`src/rtl/neuron_accum.sv`:
```
// neuron_accum
//   Sequential neuron pre-activation adder. Each neuron is BEATS beats of
//   LANES signed products plus one signed bias, taken on the first beat.
//   The total is clamped to OUT_W bits. An optional ReLU, chosen on the
//   first beat, is then applied.
//
// Ports
//   clk       rising-edge clock
//   rst_n     asynchronous active-low reset
//   in_data   LANES x IN_W signed lanes, lane i at [i*IN_W +: IN_W]
//   bias      signed bias, used only on the first beat of a neuron
//   in_valid  beat valid
//   in_ready  block can accept a beat (low in OUT and while in reset)
//   relu_en   clamp negative results to 0, used only on the first beat
//   out_val   saturated (and optionally rectified) result
//   out_sat   result was clamped to the OUT_W range (before ReLU)
//   out_valid result valid
//   out_ready downstream accepts the result
module neuron_accum #(
    parameter int IN_W  = 8,
    parameter int LANES = 8,
    parameter int BEATS = 2,
    parameter int OUT_W = 12,
    parameter int INT_W = IN_W + $clog2(LANES * BEATS + 1)
) (
    input  logic                    clk,
    input  logic                    rst_n,
    input  logic [LANES*IN_W-1:0]   in_data,
    input  logic [IN_W-1:0]         bias,
    input  logic                    in_valid,
    output logic                    in_ready,
    input  logic                    relu_en,
    output logic [OUT_W-1:0]        out_val,
    output logic                    out_sat,
    output logic                    out_valid,
    input  logic                    out_ready
);

    localparam int CNT_W = $clog2(BEATS + 1);

    typedef enum logic [1:0] {IDLE, ACCUM, OUT} state_t;

    state_t                    state_reg, state_next;
    logic signed [INT_W-1:0]   acc_reg;
    logic [CNT_W-1:0]          cnt_reg;
    logic                      relu_reg;

    logic signed [INT_W-1:0]   lane_ext [LANES];
    logic signed [INT_W-1:0]   bias_ext;
    logic signed [INT_W-1:0]   lane_sum;
    logic signed [INT_W-1:0]   acc_base;
    logic signed [INT_W-1:0]   acc_sum;
    logic [OUT_W-1:0]          sat_val;
    logic                      sat_flag;
    logic [OUT_W-1:0]          res_val;
    logic                      relu_eff;
    logic                      accept;
    logic                      last_beat;

    // Sign-extend every lane to the full internal width before adding so
    // that no partial sum can wrap.
    genvar gi;
    generate
        for (gi = 0; gi < LANES; gi++) begin : g_lane
            assign lane_ext[gi] = INT_W'($signed(in_data[gi*IN_W +: IN_W]));
        end
    endgenerate

    assign bias_ext = INT_W'($signed(bias));

    always_comb begin
        lane_sum = '0;
        for (int i = 0; i < LANES; i++) begin
            lane_sum = lane_sum + lane_ext[i];
        end
    end

    // A first beat starts from the bias. Later beats start from the running
    // total.
    assign acc_base = (state_reg == IDLE) ? bias_ext : acc_reg;
    assign acc_sum  = acc_base + lane_sum;

    assign accept    = in_valid && in_ready;
    assign last_beat = (state_reg == IDLE) ? (BEATS == 1)
                                           : (cnt_reg == CNT_W'(BEATS - 1));

    // Clamp the final total to the OUT_W range. Only needed when the
    // internal width is wider than the output.
    generate
        if (OUT_W < INT_W) begin : g_clamp
            localparam logic signed [INT_W-1:0] SAT_MAX =
                {{(INT_W-OUT_W+1){1'b0}}, {(OUT_W-1){1'b1}}};
            localparam logic signed [INT_W-1:0] SAT_MIN =
                {{(INT_W-OUT_W+1){1'b1}}, {(OUT_W-1){1'b0}}};
            always_comb begin
                sat_val  = acc_sum[OUT_W-1:0];
                sat_flag = 1'b0;
                if (acc_sum > SAT_MAX) begin
                    sat_val  = {1'b0, {(OUT_W-1){1'b1}}};
                    sat_flag = 1'b1;
                end else if (acc_sum < SAT_MIN) begin
                    sat_val  = {1'b1, {(OUT_W-1){1'b0}}};
                    sat_flag = 1'b1;
                end
            end
        end else begin : g_noclamp
            assign sat_val  = OUT_W'(acc_sum);
            assign sat_flag = 1'b0;
        end
    endgenerate

    // With a single beat per neuron, the first beat is also the last one.
    // The latched ReLU choice is not ready yet, so take relu_en directly.
    assign relu_eff = (state_reg == IDLE) ? relu_en : relu_reg;
    assign res_val  = (relu_eff && sat_val[OUT_W-1]) ? '0 : sat_val;

    // State register
    always_ff @(posedge clk or negedge rst_n) begin
        if (!rst_n) begin
            state_reg <= IDLE;
        end else begin
            state_reg <= state_next;
        end
    end

    // Next-state logic
    always_comb begin
        state_next = state_reg;
        case (state_reg)
            IDLE, ACCUM: begin
                if (accept) begin
                    state_next = last_beat ? OUT : ACCUM;
                end
            end
            OUT: begin
                if (out_ready) begin
                    state_next = IDLE;
                end
            end
            default: state_next = IDLE;
        endcase
    end

    // Output logic
    always_comb begin
        in_ready  = rst_n && (state_reg != OUT);
        out_valid = (state_reg == OUT);
    end

    // Datapath registers
    always_ff @(posedge clk or negedge rst_n) begin
        if (!rst_n) begin
            acc_reg  <= '0;
            cnt_reg  <= '0;
            relu_reg <= 1'b0;
            out_val  <= '0;
            out_sat  <= 1'b0;
        end else if (accept) begin
            acc_reg <= acc_sum;
            if (state_reg == IDLE) begin
                cnt_reg  <= CNT_W'(1);
                relu_reg <= relu_en;
            end else begin
                cnt_reg <= cnt_reg + CNT_W'(1);
            end
            if (last_beat) begin
                out_val <= res_val;
                out_sat <= sat_flag;
            end
        end
    end

endmodule
```
`config.mk`:
```
export PLATFORM = sky130hd
export DESIGN_NAME = neuron_accum
export DESIGN_NICKNAME = d
export VERILOG_FILES = /design/src/rtl/neuron_accum.sv
export SDC_FILE = /design/constraint.sdc
export NUM_CORES = 1
export LEC_CHECK = 0
export ABC_CLOCK_PERIOD_IN_PS = 6300
export BUFFER_PORTS_ARGS = -buffer_cell sky130_fd_sc_hd__buf_2
export CAP_MARGIN = 30
export CORE_UTILIZATION = 47
export DETAILED_ROUTE_END_ITERATION = 7
export GPL_TIMING_DRIVEN = 0
export PLACE_DENSITY = 0.83
export SLEW_MARGIN = 30
export SYNTH_ARGS = -nofsm -noshare
export SYNTH_HDL_FRONTEND = slang
export SYNTH_SLANG_ARGS = --single-unit
```
`constraint.sdc`:
```
create_clock -name clk -period 6.3 [get_ports clk]
set_input_delay 1.89 -clock clk [delete_from_list [all_inputs] [get_ports clk]]
set_output_delay 1.89 -clock clk [all_outputs]
set_load 0.05 [all_outputs]
```
### Word level (Yosys, flattened, before mapping)

Cells that the tools add are included.

| storage, ports and cells | value |
|---|---|
| bits in registers | 31 |
| input bits | 77 |
| word-level logic and storage cells | 43 |

| operators by class | value |
|---|---|
| reductions and logical operators | 7 |
| equal/unequal tests | 6 |
| $lt $le $gt $ge | 2 |
| muxes and demuxes | 13 |
| add/subtract/negate cells | 9 |

Operators with widths:

| operator | number |
|---|---|
| $mux W12 | 3 |
| $add A13 B8 Y13 | 2 |
| $add A12 B8 Y13 | 1 |
| $add A13 B13 Y13 | 1 |
| $gt A13 B12 Y1 const B | 1 |
| $lt A13 B12 Y1 const B | 1 |
| $mux W13 | 1 |
| $add A11 B8 Y12 | 1 |
| $add A10 B8 Y11 | 1 |
| $add A9 B8 Y10 | 1 |
| $add A8 B8 Y9 | 1 |
| $mux W2 | 4 |
| $eq A2 B1 Y1 const B | 2 |
| $mux W1 | 4 |
| $ne A2 B2 Y1 const B | 2 |
| $pmux W2 S2 | 1 |
| $reduce_and A2 Y1 | 2 |
| $logic_and A1 B1 Y1 | 3 |
| $add A2 B1 Y2 const B | 1 |
| $eq A2 B2 Y1 const B | 1 |
| $logic_not A2 Y1 | 1 |
| $ne A2 B1 Y1 const B | 1 |
| $reduce_or A2 Y1 | 1 |

### Longest topological paths before layout

Gate-level depths: netlist of run 1.

| depth | value |
|---|---|
| depth in word-level cells | 13 |
| depth in mapped cells | 22 |
| mapped depth without buffers | 19 |

### Worst setup path after synthesis of run 1

Ideal clock, no wire load.

| timing | value |
|---|---|
| path type | input to register |
| start point | input port in_data[5] |
| end point | register out_val[0] |
| setup slack | 0.076 ns |
| cell stages on the path | 16 |
| data required time | 6.232 ns |
| arrival | 6.156 ns |
| path through | inv_1 -> fa_1 -> inv_1 -> fa_1 -> fa_1 -> inv_1 -> fa_1 -> inv_1 -> ha_1 -> a21o_1 -> a2111oi_2 -> nand2_1 -> a31o_1 -> xor2_1 -> a211o_1 -> o221a_1 |

| between the ends | value |
|---|---|
| word-level cells in the longest chain between the ends | 13 |

Ends and longest elaborated chain:

| element | line | text |
|---|---|---|
| start, declared | 28 | `input logic [LANES*IN_W-1:0] in_data,` |
| $add A8 B8 Y9 * | 74 | `lane_sum = lane_sum + lane_ext[i];` |
| $add A9 B8 Y10 * | 74 |  |
| $add A10 B8 Y11 * | 74 |  |
| $add A11 B8 Y12 * | 74 |  |
| $add A12 B8 Y13 * | 74 |  |
| $add A13 B8 Y13 * (2 in a row) | 74 |  |
| $add A13 B13 Y13 * | 81 | `assign acc_sum = acc_base + lane_sum;` |
| $lt A13 B12 Y1 | 101 | `end else if (acc_sum < SAT_MIN) begin` |
| $mux W12 | 101 |  |
| $mux W12 * | 98 | `if (acc_sum > SAT_MAX) begin` |
| $logic_and A1 B1 Y1 | 115 | `assign res_val = (relu_eff && sat_val[OUT_W-1]) ? '0 : sat_val;` |
| $mux W12 * | 115 |  |
| end signal, assigned | 167 | `out_val <= res_val;` |
| end, declared | 33 | `output logic [OUT_W-1:0] out_val,` |

Mark *: on every way between the ends. The rest lies on a longest branch, timed or not.
A chain may end at the register's enable or synchronous reset.

### Worst setup path after layout of run 1

| timing | value |
|---|---|
| start point | input port in_data[2] |
| end point | register out_val[0] |

Same word-level chain as after synthesis.

==> results of run 1 <==
cell usage in the layout, fill, tap and decap left out, types with 10 or more instances in the layout:
cell type	n
buf_2	92
inv_1	96
ha_1	16
nand2_1	40
xnor2_1	10
fa_1	69
nor2_1	13
a21oi_1	15
dfrtp_1	31
o21ai_0	11
cells by family (layout without fill, tap and decap cells):
kind of cell | Yosys count | in the layout | synth area share
XOR/XNOR | 17 | 18 | 0.0424
AND/OR/NAND/NOR | 69 | 69 | 0.0849
adder cells (fa/ha/maj) | 85 | 85 | 0.429
multiplexers | 8 | 8 | 0.0241
AO/OA/AOI/OAI | 56 | 56 | 0.102
buffers and inverters | 103 | 206 | 0.107
flip-flops | 31 | 31 | 0.211
cell type report:
cell class	instances	area [µm²]
flip-flops and latches	31	776
inverters	96	360
fillers	644	2940
repair buffers	95	485
plain buffers	7	35.0
clock buffers	8	100
well taps	99	124
multi-input cells	236	2580
tightest hold or removal path: stages (launching register included):
cell and delay [ps]:
dfrtp_1 340, nand2_1 40, o21ai_0 60
per-stage QoR:
step	std cells	hold WS, ps	setup slack [ps]	area, µm²	setup TNS [ps]
6_report	572	482	190	4460	0
5_1_grt	572	509	2.58	4460	0
4_1_cts	571	485	72.3	4400	0
3_5_place_dp	559	471	-401	4260	-5060
3_3_place_gp	559	460	-386	4260	-4720
2_1_floorplan	369	449	76.3	3680	0
metal layers:
metal / track usage / share of wire / wire [µm]
met1: 0.220 / 0.37 / 2780
met2: 0.379 / 0.56 / 4240
met3: 0.0345 / 0.042 / 317
met4: 0.0793 / 0.033 / 253
met5: 0 / 0 / 0
timing repair:
action | 4_1_cts | 5_1_grt
pin swaps | 1 | 2
resized for setup | 2 | 8
endpoints found under the setup margin | 12 | 12
gates cloned | 0 | 1
setup buffers | 4 | 0
path summary, 6_finish.rpt:
path                         startpoint         end  slack, ps  depth (start not counted)
max                          in_data[2]  out_val[0]        190                         20
min                          acc_reg[6]  acc_reg[6]        480                          2
max reg2reg                state_reg[0]  out_val[0]        720                         18
min reg2reg                  acc_reg[6]  acc_reg[6]        480                          2
max in group asynchronous         rst_n  acc_reg[5]       4120                          1
min in group asynchronous         rst_n  acc_reg[1]       1680                          1
==> results.tsv, run 1 <==
stage	metric	value	unit
synth	netlist_area	0.00368	mm²
timing	timing_worst_slew_pin_value	791	ps
floorplanning	die_height	90.5	µm
clocking	h_tree_depth	2	
timing	drv_slew	0	
detailed_routing	drt-initial-drc-count	82	
critical_path	worstPathBufferInverterCount	7	
worst_hold_path	worstHoldPathType	flip-flop to flip-flop	
detailed_routing	vias_per_cell	4.86	
synth	synth_largest_area_cell	fa_1	
clocking	clock-root-buffer	clkbuf_8	
place	final_hpwl_dp	6.41	mm
synth	synthesis.yosys.warnings	0	
final_layout	utilization	0.603	
synth	count_of_flip_flops_with_a_built_in_enable_after_synthesis	0	
final_layout	fin_nets	634	
critical_path	crit_type	input port to flip-flop	
timing	setup-violations-final	0	
synth	syn_area_per_cell	9.99	µm²
outcome	status	finished, final reports clean	
synth	ys_top_cells_by_count	inv_1 (96), fa_1 (69), nand2_1 (40)	
critical_path	path_cells	buf_2, inv_1, fa_1, inv_1, fa_1, fa_1, inv_1, fa_1, inv_1, ha_1, inv_1, fa_1, nor2b_2, o211ai_1, o2bb2ai_2, o21ai_2, xnor2_2, buf_4, a211o_1, o221a_1	
critical_path	crit_path_max_fanout	6	
critical_path	setup.worst_path.end_class	flip-flop	
floorplanning	core_area	0.00741	mm²
place	port-buffer-count	91	
critical_path	cp_slowest_cell	fa_1	
timing	fmax	0.164	GHz
synth	ys_dominant_reg_cell	dfrtp_1	
synth	synth_area_leaders	fa_1 (37%), dfrtp_1 (21%), inv_1 (9.8%)	
floorplanning	pin_count	92	
clocking	cts_buffer_depth	2	
synth	synthDistinctLibCells	40	
synth	synthesis.instances	369	
final_layout	areaGrowthSynthToFinish	21.2	%
detailed_routing	totalWireLength	7.59	mm
critical_path	path_delay_family	adder cells	
clocking	tritoncts	yes	
global_routing	grt_first_pass_wirelength	13.1	mm
detailed_routing	detail_route.wl_per_cell	13.3	µm
critical_path	worst-endpoint-arrival	6280	ps
detailed_routing	vias	2781	
global_routing	first_global_vias	3068	
synth	synth.top_cell.area_share	0.375	
final_layout	antennaDiodeCount	0	
clocking	clock_insertion_delay_worst_skew	290	ps
clocking	cts.clk_slew.worst_paths	60	ps
global_routing	grt_use_total	0.200	
critical_path	timing.critical_path.from_type	input port	
clocking	cts.sink_count	31	
place	gpl.final_weighted_congestion	0.812	
timing	tightest_slew_margin_relative_to_the_limit	0.473	
timing	period_share	0.970	
final_layout	largest_register_ff_count	13	
timing	finalHoldViolCount	0	
global_routing	number_of_antenna_violations_at_the_first_check_in_global_routing	0	
detailed_routing	detail_route.drc_violations	0	
run	drv_cap	0	
critical_path	critical_path_required	6470	ps
floorplanning	num_rows	31	
timing	rsz0062_at_grt	false	
synth	ys_ff_latch	31	
synth	total_nets_after_synthesis	531	
synth	async_flop_share	1.00	
global_routing	pin_count_of_the_biggest_net_entering_global_routing	38	
floorplanning	die-area	0.00820	mm²
timing	finClkSkew	4.36	ps
final_layout	final_layout_size_suffix_gt1_frac	0.262	
clocking	cts_buffers	5	
detailed_routing	drt_pre_antenna_iters	6	
detailed_routing	route.antenna.remaining_nets	0	
critical_path	crit_path_max_cell_delay	550	ps
synth	sequential_area_share_after_synthesis	0.211	
floorplanning	die_x	90.5	µm
synth	synthMostInstantiatedCell	inv_1	
timing	final_period_minus_worst_setup_slack	6110	ps
floorplanning	initial_core_util	0.497	
global_routing	grt_overflow_total	0	
clocking	post_cts_hold_buffer_count	0	
Power of run 1 is left out: the tool's default activity adds up to more than one toggle a clock period on the data nets, which glitch-free logic cannot reach.
==> run 2, diff against run 1 <==
--- a/config.mk
+++ b/config.mk
@@ -5,13 +5,14 @@
 export SDC_FILE = /design/constraint.sdc
 export NUM_CORES = 1
 export LEC_CHECK = 0
+export ABC_AREA = 1
 export ABC_CLOCK_PERIOD_IN_PS = 6300
 export BUFFER_PORTS_ARGS = -buffer_cell sky130_fd_sc_hd__buf_2
 export CAP_MARGIN = 30
-export CORE_UTILIZATION = 47
+export CORE_UTILIZATION = 40
 export DETAILED_ROUTE_END_ITERATION = 7
 export GPL_TIMING_DRIVEN = 0
-export PLACE_DENSITY = 0.83
+export PLACE_DENSITY = 0.73
 export SLEW_MARGIN = 30
 export SYNTH_ARGS = -nofsm -noshare
 export SYNTH_HDL_FRONTEND = slang
==> results.tsv, run 2 <==
stage	metric	value	unit
outcome	status	finished, final reports clean	
detailed_routing	drt_pre_antenna_iters	5	
clocking	cts_buffers	5	
critical_path	setup.worst_path.end_class	flip-flop	
synth	ys_top_cells_by_count	inv_1 (122), nand2_1 (107), fa_1 (69)	
synth	synth.top_cell.area_share	0.358	
final_layout	areaGrowthSynthToFinish	18.2	%
critical_path	path_cells	buf_2, fa_1, inv_1, fa_1, inv_1, fa_1, inv_1, fa_1, inv_1, ha_1, nand2_1, nor2_1, nand3_1, nand3_1, nand3_1, nand2_2, nand2_1, buf_6, nand3_1, nand2_1	
critical_path	crit_type	input port to flip-flop	
floorplanning	num_rows	35	
detailed_routing	routed.top_layer	met4	
final_layout	fin_nets	711	
final_layout	layout_commonest_cell	inv_1	
clocking	cts_buffer_depth	2	
synth	ys_dominant_reg_cell	dfrtp_1	
synth	synth_area_leaders	fa_1 (36%), dfrtp_1 (20%), inv_1 (12%)	
final_layout	final_layout_size_suffix_gt1_frac	0.215	
clocking	cts-resized-gates	0	
final_layout	antennaDiodeCount	0	
detailed_routing	wl_met3	341	µm
clocking	cts.clk_slew.worst_paths	60	ps
floorplanning	pin_count	92	
global_routing	grt_use_total	0.167	
clocking	h_tree_depth	2	
critical_path	cp_slowest_cell	fa_1	
detailed_routing	drt-met1-wl	3.13	mm
global_routing	number_of_antenna_violations_at_the_first_check_in_global_routing	0	
critical_path	crit_path_max_cell_delay	650	ps
timing	drv_slew	0	
timing	final.setup.tns	0	ps
timing	fmax	0.169	GHz
place	port-buffer-count	91	
floorplanning	die_height	100	µm
timing	finClkSkew	6.67	ps
clocking	tritoncts	yes	
final_layout	layout.cells.most_common_list	inv_1 (122), nand2_1 (107), buf_2 (92)	
final_layout	layout.area.seq	776	µm²
timing	rsz0062_at_grt	false	
synth	count_of_flip_flops_with_a_built_in_enable_after_synthesis	0	
critical_path	worst-endpoint-arrival	6100	ps
synth	synthesis.instances	451	
synth	synthDistinctLibCells	32	
global_routing	grt_overflow_total	0	
final_layout	largest_register_ff_count	13	
run	drv_cap	0	
critical_path	crit_path_max_fanout	10	
critical_path	timing.critical_path.from_type	input port	
detailed_routing	totalWireLength	7.45	mm
detailed_routing	route.antenna.remaining_nets	0	
timing	period_share	0.942	
synth	total_nets_after_synthesis	613	
synth	netlist_area	0.00386	mm²
floorplanning	die_x	100	µm
detailed_routing	drt-initial-drc-count	114	
synth	ys_ff_latch	31	
timing	setup-violations-final	0	
timing	tightest_slew_margin_relative_to_the_limit	0.527	
synth	sequential_area_share_after_synthesis	0.201	
place	final_hpwl_dp	6.59	mm
timing	final_period_minus_worst_setup_slack	5930	ps
detailed_routing	vias_per_cell	4.54	
detailed_routing	detail_route.drc_violations	0	
final_layout	multi_input_area	0.00257	mm²
synth	synth_largest_area_cell	fa_1	
synth	syn_area_per_cell	8.56	µm²
floorplanning	core_area	0.00928	mm²
clocking	clock-root-buffer	clkbuf_8	
critical_path	critical_path_required	6470	ps
floorplanning	die-area	0.0101	mm²
timing	finalHoldViolCount	0	
floorplanning	initial_core_util	0.416	
global_routing	pin_count_of_the_biggest_net_entering_global_routing	33	
synth	async_flop_share	1.00	
worst_hold_path	worstHoldPathType	flip-flop to flip-flop	
place	gpl.final_weighted_congestion	0.833	
detailed_routing	detail_route.wl_per_cell	11.0	µm
synth	synthesis.yosys.warnings	0	
clocking	cts_setup_buffers	0	
clocking	clock_insertion_delay_worst_skew	280	ps
synth	synthMostInstantiatedCell	inv_1	
clocking	cts.sink_count	31	
global_routing	grt_first_pass_wirelength	13.7	mm
final_layout	filler_cell_count	885	
clocking	post_cts_hold_buffer_count	0	
global_routing	first_global_vias	3221	
timing	timing_worst_slew_pin_value	709	ps
detailed_routing	vias	3077	
detailed_routing	met2WireLength	3.83	mm
-- run 2: changes by cell type after synthesis, moves of 3 or more --
| cell | before | now |
|---|---|---|
| o211ai_1 | 3 | 0 |
| a21oi_1 | 16 | 9 |
| mux2_2 | 7 | 0 |
| inv_1 | 96 | 122 |
| o221a_1 | 4 | 0 |
| o21ai_0 | 12 | 22 |
| xnor2_1 | 10 | 2 |
| nand2_2 | 0 | 4 |
| a22oi_1 | 3 | 0 |
| nand3_1 | 4 | 22 |
| nand2_1 | 40 | 107 |
| nor2_1 | 13 | 9 |
-- run 2: final timing paths --
check / from / to / slack (ps) / cells after the start
max: in_data[7] / out_val[0] / 370 / 20
min: out_val[10] / out_val[10] / 470 / 2
max reg2reg: state_reg[0] / out_val[6] / 1000 / 26
min reg2reg: out_val[10] / out_val[10] / 470 / 2
max in group asynchronous: rst_n / acc_reg[11] / 4180 / 1
min in group asynchronous: rst_n / out_val[6] / 1650 / 1
-- run 2: metrics by stage --
step                setup slack, ps  cell area (µm²)  utilization  hold WS [ps]  std cells
global route                   5.16             4570        0.492           490        678
global placement               66.8             4480        0.482           463        671
detailed placement             28.3             4480        0.482           461        671
CTS                             330             4570        0.492           478        678
finish                          366             4570        0.492           474        678
floorplan                       495             3860            -           447        451
-- run 2: cell type report --
type	instances	area share
Buffer	9	0.0118
Clock buffer	6	0.0181
Clock inverter	1	0.00110
Inverter	124	0.102
Multi-Input combinational cell	287	0.562
Sequential cell	31	0.170
Tap cell	129	0.0354
Timing Repair Buffer	91	0.0998
-- run 2: per-layer routing --
layer	vias up	global-route usage
li1	1513	-
met1	1472	0.201
met2	76	0.309
met3	16	0.0244
met4	0	0.0491
met5	-	0
-- run 2: logic make-up after synthesis --
kind of cell | Yosys count | synth area share
adders and majority gates | 85 | 0.410
AOI/OAI and AO/OA | 43 | 0.0664
DFF | 31 | 0.201
buffers and inverters | 133 | 0.134
xor gates and xnor gates | 8 | 0.0181
and+or+nand+nor | 151 | 0.170
-- run 2: critical path, delay by kind of cell --
kind / cells / cell delay [ps]
adder cells (fa/ha/maj): 5 / 2650
buffers and inverters: 6 / 570
AND/OR/NAND/NOR: 9 / 990
Power of run 2 is left out for the same reason.
==> run 3, diff against run 2 <==
--- a/config.mk
+++ b/config.mk
@@ -5,14 +5,13 @@
 export SDC_FILE = /design/constraint.sdc
 export NUM_CORES = 1
 export LEC_CHECK = 0
-export ABC_AREA = 1
 export ABC_CLOCK_PERIOD_IN_PS = 6300
 export BUFFER_PORTS_ARGS = -buffer_cell sky130_fd_sc_hd__buf_2
 export CAP_MARGIN = 30
-export CORE_UTILIZATION = 40
+export CORE_UTILIZATION = 50
 export DETAILED_ROUTE_END_ITERATION = 7
 export GPL_TIMING_DRIVEN = 0
-export PLACE_DENSITY = 0.73
+export PLACE_DENSITY = 0.87
 export SLEW_MARGIN = 30
 export SYNTH_ARGS = -nofsm -noshare
 export SYNTH_HDL_FRONTEND = slang
==> results.tsv, run 3 (synthesis gave the netlist of run 1 again) <==
stage	metric	value	unit
global_routing	grt_use_total	0.213	
timing	finalHoldViolCount	0	
timing	tightest_slew_margin_relative_to_the_limit	0.474	
detailed_routing	totalWireLength	7.75	mm
detailed_routing	route.antenna.remaining_nets	0	
final_layout	post-route-cell-area	0.00447	mm²
floorplanning	die-area	0.00772	mm²
timing	fmax	0.162	GHz
critical_path	worst-endpoint-arrival	6340	ps
timing	setup-violations-final	0	
place	final_hpwl_dp	6.35	mm
critical_path	reg2regPathDepth	19	
final_layout	largest_register_ff_count	13	
global_routing	grt_first_pass_wirelength	12.6	mm
final_layout	layout_commonest_cell	inv_1	
global_routing	first_global_vias	2943	
worst_hold_path	worstHoldPathCells	2	
place	gpl.final_weighted_congestion	0.872	
critical_path	crit_type	input port to flip-flop	
final_layout	layout.cells.most_common_list	inv_1 (96), buf_2 (92), fa_1 (67)	
floorplanning	die_x	87.8	µm
floorplanning	num_rows	30	
clocking	cts.clk_slew.worst_paths	60	ps
timing	timing_worst_slew_pin_value	786	ps
clocking	tritoncts	yes	
clocking	cts.sink_count	31	
critical_path	setup.worst_path.end_class	flip-flop	
global_routing	grt_overflow_total	0	
detailed_routing	vias	2875	
clocking	clock_insertion_delay_worst_skew	280	ps
final_layout	final_layout_size_suffix_gt1_frac	0.267	
final_layout	utilization	0.644	
place	place.detailed.instances	556	
floorplanning	pin_count	92	
critical_path	r2r-end	out_val[2]	
run	drv_cap	0	
critical_path	r2r-start	state_reg[0]	
place	placed_cell_area	0.00426	mm²
place	port-buffer-count	91	
clocking	post_cts_hold_buffer_count	0	
clocking	clock-root-buffer	clkbuf_8	
global_routing	number_of_antenna_violations_at_the_first_check_in_global_routing	0	
timing	hold_ws	485	ps
worst_hold_path	hold_path_end	out_sat	
timing	finClkSkew	2.95	ps
final_layout	fin_nets	633	
outcome	status	finished, final reports clean	
clocking	cts_buffers	5	
critical_path	reg2reg_slack	690	ps
final_layout	antennaDiodeCount	0	
detailed_routing	vias_per_cell	5.06	
timing	period_share	0.980	
critical_path	crit_path_max_fanout	6	
clocking	h_tree_depth	2	
timing	final_period_minus_worst_setup_slack	6170	ps
global_routing	pin_count_of_the_biggest_net_entering_global_routing	38	
worst_hold_path	worstHoldPathType	flip-flop to flip-flop	
final_layout	multi_input_area	0.00260	mm²
critical_path	timing.critical_path.from_type	input port	
floorplanning	die_height	87.8	µm
final_layout	layout_cells_excl_fill	568	
critical_path	critical_path_required	6470	ps
detailed_routing	drt-initial-drc-count	169	
floorplanning	initial_core_util	0.531	
detailed_routing	detail_route.wl_per_cell	13.6	µm
detailed_routing	detail_route.drc_violations	0	
floorplanning	core_area	0.00694	mm²
final_layout	areaGrowthSynthToFinish	21.3	%
clocking	cts_buffer_depth	2	
final_layout	layout.area.seq	776	µm²
detailed_routing	drt_pre_antenna_iters	4	
timing	drv_slew	0	
worst_hold_path	hold_start	out_sat	
final_layout	filler_cell_count	548	
run 3: changes by cell type in the layout (fill, tap and decap cells not counted), moves of 3 or more:
cell      change
nand2_1      -67
inv_1        -26
nand3_1      -18
o21ai_0      -11
xnor2_1       +8
a21oi_1       +7
mux2_2        +7
nand2_2       -4
nor2_1        +4
o221a_1       +4
a22oi_1       +3
o211ai_1      +3
run 3: what timing repair did:
| item | 4_1_cts | 5_1_grt |
|---|---|---|
| gates resized for setup | 3 | 10 |
| gates cloned | 0 | 1 |
| setup endpoints to repair | 14 | 13 |
| pin swaps | 1 | 4 |
| buffers inserted | 3 | 0 |
run 3: final cells by class:
| class | count | share of cell area |
|---|---|---|
| plain buffers | 7 | 0.00784 |
| multi-input cells | 236 | 0.582 |
| inverters | 96 | 0.0806 |
| well taps | 96 | 0.0269 |
| repair buffers | 94 | 0.107 |
| clock buffers | 8 | 0.0224 |
| flip-flops and latches | 31 | 0.174 |
run 3: how the worst max path moves through the flow:
stage,start,endpoint,depth (start not counted)
floorplan,in_data[5],out_val[0],16
global placement,bias[7],out_val[9],19
detailed placement,in_data[7],out_val[5],17
CTS,in_data[2],out_val[1],20
global route,bias[7],out_val[1],19
finish,in_data[6],out_val[2],18
run 3: per-layer routing:
layer	global-route usage	vias to the layer above	part of all wire
met1	0.248	1425	0.37
li1	-	1331	-
met3	0.0462	18	0.055
met2	0.395	101	0.55
met5	0	-	0
met4	0.0596	0	0.023
run 3: stage by stage:
step,TNS [ps],setup slack [ps]
4_1_cts,0,56.4
3_3_place_gp,-4410,-359
3_5_place_dp,-5940,-460
2_1_floorplan,0,76.3
6_report,0,129
5_1_grt,-29.7,-13.4
run 3: worst max-delay path: stages:
cell and delay [ps]:
buf_2 70, inv_1 40, fa_1 520, inv_1 60
fa_1 500, fa_1 540, inv_1 50, fa_1 520
inv_1 40, ha_1 390, a21oi_1 290, nor4b_2 330
o2bb2ai_2 190, o21ai_2 100, xnor2_2 170, buf_4 160
a211o_1 330, o221a_1 140
Power of run 3 is left out for the same reason.
